## src/rtl/fwd_hazard_unit.sv

```systemverilog
// Operand forwarding select, load-use interlock and multiply/divide scoreboard
// for an in-order pipeline; produces the global stall and a stall-cycle counter.
//
// state   | meaning
// LU_IDLE | no load-use interlock pending beyond the detect cycle
// LU_WAIT | holding the pipeline for the remaining load-use cycles
module fwd_hazard_unit #(
    parameter int REG_AW   = 5,
    parameter int NUM_SRC  = 2,
    parameter int NUM_FWD  = 2,
    parameter int LOAD_LAT = 1,
    parameter int MD_LAT   = 8
) (
    input  logic                                     clk,
    input  logic                                     rst_n,
    input  logic [NUM_SRC*REG_AW-1:0]                ex_src,
    input  logic [NUM_SRC*REG_AW-1:0]                id_src,
    input  logic [NUM_SRC-1:0]                       id_src_used,
    input  logic                                     id_md_op,
    input  logic [REG_AW-1:0]                        ex_rd,
    input  logic                                     ex_regwrite,
    input  logic                                     ex_memread,
    input  logic [NUM_FWD*REG_AW-1:0]                fwd_rd,
    input  logic [NUM_FWD-1:0]                       fwd_regwrite,
    input  logic                                     md_start,
    input  logic [REG_AW-1:0]                        md_rd,
    input  logic                                     flush,
    output logic [NUM_SRC*$clog2(NUM_FWD+1)-1:0]     fwd_sel,
    output logic                                     stall,
    output logic                                     md_busy,
    output logic                                     md_done,
    output logic [15:0]                              stall_cnt
);
    localparam int SELW = $clog2(NUM_FWD + 1);

    localparam logic [0:0] LU_IDLE = 1'b0;
    localparam logic [0:0] LU_WAIT = 1'b1;
    localparam logic [2:0] LU_LOAD = 3'(LOAD_LAT - 1);

    logic [0:0]        lu_state;
    logic [2:0]        lu_cnt;
    logic [7:0]        md_cnt;
    logic [REG_AW-1:0] md_rd_q;
    logic              lu_match;
    logic              md_match;
    logic              lu_hit;
    logic              md_hazard;

    // Youngest stage wins: scanning oldest-to-youngest lets the last hit stand.
    always_comb begin
        fwd_sel = '0;
        for (int i = 0; i < NUM_SRC; i++) begin
            for (int k = NUM_FWD - 1; k >= 0; k--) begin
                if (fwd_regwrite[k] && (fwd_rd[k*REG_AW +: REG_AW] != '0) &&
                    (fwd_rd[k*REG_AW +: REG_AW] == ex_src[i*REG_AW +: REG_AW])) begin
                    fwd_sel[i*SELW +: SELW] = SELW'(k + 1);
                end
            end
        end
    end

    always_comb begin
        lu_match = 1'b0;
        md_match = 1'b0;
        for (int i = 0; i < NUM_SRC; i++) begin
            if (id_src_used[i] && (id_src[i*REG_AW +: REG_AW] == ex_rd))
                lu_match = 1'b1;
            if (id_src_used[i] && (id_src[i*REG_AW +: REG_AW] == md_rd_q))
                md_match = 1'b1;
        end
    end

    assign lu_hit    = ex_memread & ex_regwrite & (ex_rd != '0) & lu_match & ~flush;
    assign md_hazard = md_busy & (id_md_op | ((md_rd_q != '0) & md_match));
    assign stall     = lu_hit | (lu_state == LU_WAIT) | md_hazard;

    // The detect cycle is the first stall cycle, so WAIT covers LOAD_LAT-1 more.
    always_ff @(posedge clk or negedge rst_n) begin
        if (!rst_n) begin
            lu_state <= LU_IDLE;
            lu_cnt   <= '0;
        end else if (flush) begin
            lu_state <= LU_IDLE;
            lu_cnt   <= '0;
        end else if (lu_state == LU_IDLE) begin
            if (lu_hit && (LOAD_LAT > 1)) begin
                lu_state <= LU_WAIT;
                lu_cnt   <= LU_LOAD;
            end
        end else begin
            lu_cnt <= lu_cnt - 3'd1;
            if (lu_cnt == 3'd1)
                lu_state <= LU_IDLE;
        end
    end

    // Mul/div scoreboard runs independently of flush; new issues wait for idle.
    always_ff @(posedge clk or negedge rst_n) begin
        if (!rst_n) begin
            md_busy <= 1'b0;
            md_cnt  <= '0;
            md_done <= 1'b0;
            md_rd_q <= '0;
        end else begin
            md_done <= 1'b0;
            if (md_busy) begin
                md_cnt <= md_cnt - 8'd1;
                if (md_cnt == 8'd1) begin
                    md_busy <= 1'b0;
                    md_done <= 1'b1;
                end
            end else if (md_start) begin
                md_busy <= 1'b1;
                md_cnt  <= 8'(MD_LAT);
                md_rd_q <= md_rd;
            end
        end
    end

    always_ff @(posedge clk or negedge rst_n) begin
        if (!rst_n)
            stall_cnt <= '0;
        else if (stall && (stall_cnt != 16'hFFFF))
            stall_cnt <= stall_cnt + 16'd1;
    end

endmodule

```

## config.mk

```make
export PLATFORM = sky130hd
export DESIGN_NAME = fwd_hazard_unit
export DESIGN_NICKNAME = d
export VERILOG_FILES = /design/src/rtl/fwd_hazard_unit.sv
export SDC_FILE = /design/constraint.sdc
export NUM_CORES = 1
export LEC_CHECK = 0
export ABC_CLOCK_PERIOD_IN_PS = 2500
export BUFFER_PORTS_ARGS = -buffer_cell sky130_fd_sc_hd__clkbuf_2
export CAP_MARGIN = 20
export CORE_ASPECT_RATIO = 0.9
export CORE_MARGIN = 2
export CORE_UTILIZATION = 50
export DETAILED_ROUTE_END_ITERATION = 16
export PLACE_DENSITY_LB_ADDON = 0.25
export SLEW_MARGIN = 20
export SYNTH_ARGS = -nofsm -noshare
export SYNTH_HDL_FRONTEND = slang
export SYNTH_SLANG_ARGS = --single-unit
```

## constraint.sdc

```tcl
create_clock -name clk -period 2.5 [get_ports clk]
set_input_delay 0.375 -clock clk [delete_from_list [all_inputs] [get_ports clk]]
set_output_delay 0.375 -clock clk [all_outputs]
set_load 0.005 [all_outputs]
```

==> run summary <==
Max rail drop VDD = 472 uV
Drt first-iter violations = 79
Power per cell area = 772 mW/mm^2
Num ports = 74
NumNets Final = 353
Die height = 66.0 um
R2r endpoint = stall_cnt[12]
Cell Area, Synth = 0.00213 sq mm
CTS buffer count = 5
Post-Synth Adder-Cell Area = 2.93%
Combinational family with the most area after synthesis = simple AND/OR/NAND/NOR gates
Outcome = finished clean
Crit start category = register
Die Area = 0.00481 sq mm
Root buffer cell = clkbuf_8
Drt wl/cell = 12.5 um
CTS Buffer Depth = 2
# hold bufs at CTS = 0
Final period util = 96.9%
Syn-to-layout area delta = 24.5%
Filler cells = 363
Critical R2R Launch = md_rd_q[0]
GRT overflow = 0
Worst setup EP type = output port
P_leak = 1.26 nW
Setup bufs post-CTS = 0
Critical Path Start = md_rd_q[0]
Final hold vios = 0
Multi-input gate area = 0.00122 sq mm
Layout Cells excl Fill = 346
Commonest register cell after synthesis = dfrtp_1
Ys Warns = 0
Setup Skew = 0.00917 ns
Antenna cells = 0
Critical Path RT = 2.12 ns
CP arrival = 2.05 ns
Post-synthesis sequential area ratio = 41.1%
Slew @ Worst Pin = 0.854 ns
Library cells used by synthesis = 32
Register area = 876 sq um
CTS tree = built
Vias per cell = 5.21
Setup TNS = 0 ns
Row cnt = 22
Final Critical Period = 2.42 ns
Post-synthesis compound-gate area fraction = 5.40%
Synth Area in Simple Gates = 23.8%
Min-delay worst type = input port to asynchronous set/reset pin
Port buffer count = 73
Async S/R FF share, synth = 100%
RSZ-0062 raised after global routing = no
GRT Util Overall = 19.7%
Dpl hpwl = 3510 um
Vias post-DR = 1,801
Max-capacitance violation count = 0
Resize count post-CTS = 0
Setup violators final = 0
Max Slew Vio Count = 0
H-tree levels = 2
Synth Area in XOR/XNOR = 23.0%
Critical path class = register to output port
Reg2reg setup slack = 0.31 ns
Max FO, Critical Path = 4
Antenna violations before repair = 0
Crit path cell chain = or4_1 -> nor2_1 -> nor3_1 -> o31ai_4 -> nand2_1 -> clkbuf_2
Post-Route WL = 4310 um
Initial Util = 52.0%
Number of synthesized register bits = 35
Mux contribution to synthesized area = 2.11%
Placer Congestion = 0.893
CTS clk-pin slew, worst paths = 0.08 ns
Syn Nets = 276
EDFF count, synth = 0
Worst Reg2Reg Path Length in Cells = 7
DR pass1 iterations = 4
First-pass GRT wire length = 7450 um
Die Wd = 72.9 um
Dpl cells = 338
Cells after Synth = 220
Max frequency = 413 MHz
Vias in the first global route = 1,683
Clock sink count = 35
Core footprint = 0.00410 sq mm
Worst-Skew Late Latency = 0.29 ns
Slew headroom = 43.1%
Detail Route Antenna Nets = 0
Critical-path top delay cell = or4_1
Share of cells above drive strength 1 = 30.2%
Worst stage delay on the critical path = 0.53 ns
DR DRC count = 0
Synthesized area per cell = 9.70 sq um
Largest net degree at the start of global routing = 36
-- layout by cell type (no fill, tap or decap), types with 3 or more instances in the layout --
master	instances
ha_1	5
nor3_1	4
xor2_1	18
nand2_1	29
nor2_1	9
nand3_1	13
nor4_1	5
mux2_2	4
nor2b_1	4
clkbuf_8	5
and2_1	3
or4_1	6
nand4_1	8
inv_1	4
dfrtp_1	35
and3_1	7
o21ai_0	8
xnor2_1	38
clkbuf_2	73
-- power by group --
group | switching (mW) | leakage, nW | internal [mW]
logic | 0.308 | 0.757 | 0.332
registers | 0.172 | 0.448 | 0.732
clock network | 0.211 | 0.0581 | 0.297
total | 0.691 | 1.26 | 1.36
-- how the worst max path moves through the flow --
stage | cells after the start | slack, ns | to
5_1_grt | 6 | 0.009 | stall
3_5_place_dp | 9 | 0.30 | stall_cnt[11]
6_report | 6 | 0.08 | stall
4_1_cts | 6 | 0.09 | stall
2_1_floorplan | 7 | 0.49 | stall_cnt[12]
3_3_place_gp | 7 | 0.37 | stall_cnt[12]
-- worst max-delay path, delay by kind of cell (launching register included) --
kind,cells,cell delay (ns)
and+or+nand+nor,4,0.92
buffers and inverters,1,0.13
AOI/OAI and AO/OA,1,0.26
DFF,1,0.44
-- cell type report --
class                   instances  share of cell area [%]
clock buffers                   5                    2.59
clock inverters                 3                    1.65
inverters                       4                   0.565
multi-input cells             177                    45.9
flip-flops and latches         35                    33.0
well taps                      48                    2.26
repair buffers                 74                    14.0
-- logic make-up after synthesis --
logic type      count (synthesis)
fa+ha+maj                       5
flops                          35
buf+inv                         8
mux                             4
simple gates                   96
compound gates                 16
xor+xnor                       56
-- per-stage QoR --
step	hold slack [ns]	instance area, sq um	power (mW)	setup WS, ns	utilization (%)
6_report	0.181	2660	2.05	0.0781	64.8
5_1_grt	0.245	2660	2.23	0.00882	64.8
4_1_cts	0.223	2660	2.07	0.0854	64.8
3_5_place_dp	0.474	2540	1.56	0.304	62.0
3_3_place_gp	0.475	2540	1.54	0.373	62.0
2_1_floorplan	0.0794	2130	1.33	0.492	-
-- routing by layer --
metal	track usage (%)	part of all wire (%)	vias up
met5	0	0	-
met1	25.0	44	834
li1	-	-	915
met4	5.79	1.2	0
met2	33.6	49	47
met3	4.42	5.0	5
-- sequential cells by signal, summed over array words and instances, names as in the netlist --
signal / count
lu_cnt: 3
md_rd_q: 5
md_cnt: 8
stall_cnt: 16
lu_state: 1
md_busy: 1
md_done: 1
-- cells in the mapped netlist, drive strengths merged (5+ instances only) --
master | count | area share, %
xor2 | 18 | 7.4
nor2 | 9 | 1.6
o21ai | 8 | 1.9
nand4 | 8 | 2.3
nor4 | 5 | 1.5
xnor2 | 38 | 16
dfrtp | 35 | 41
nand3 | 14 | 3.5
and3 | 8 | 2.4
nand2 | 29 | 5.1
ha | 5 | 2.9
or4 | 6 | 2.1
Power figures use the tool's default switching activity.
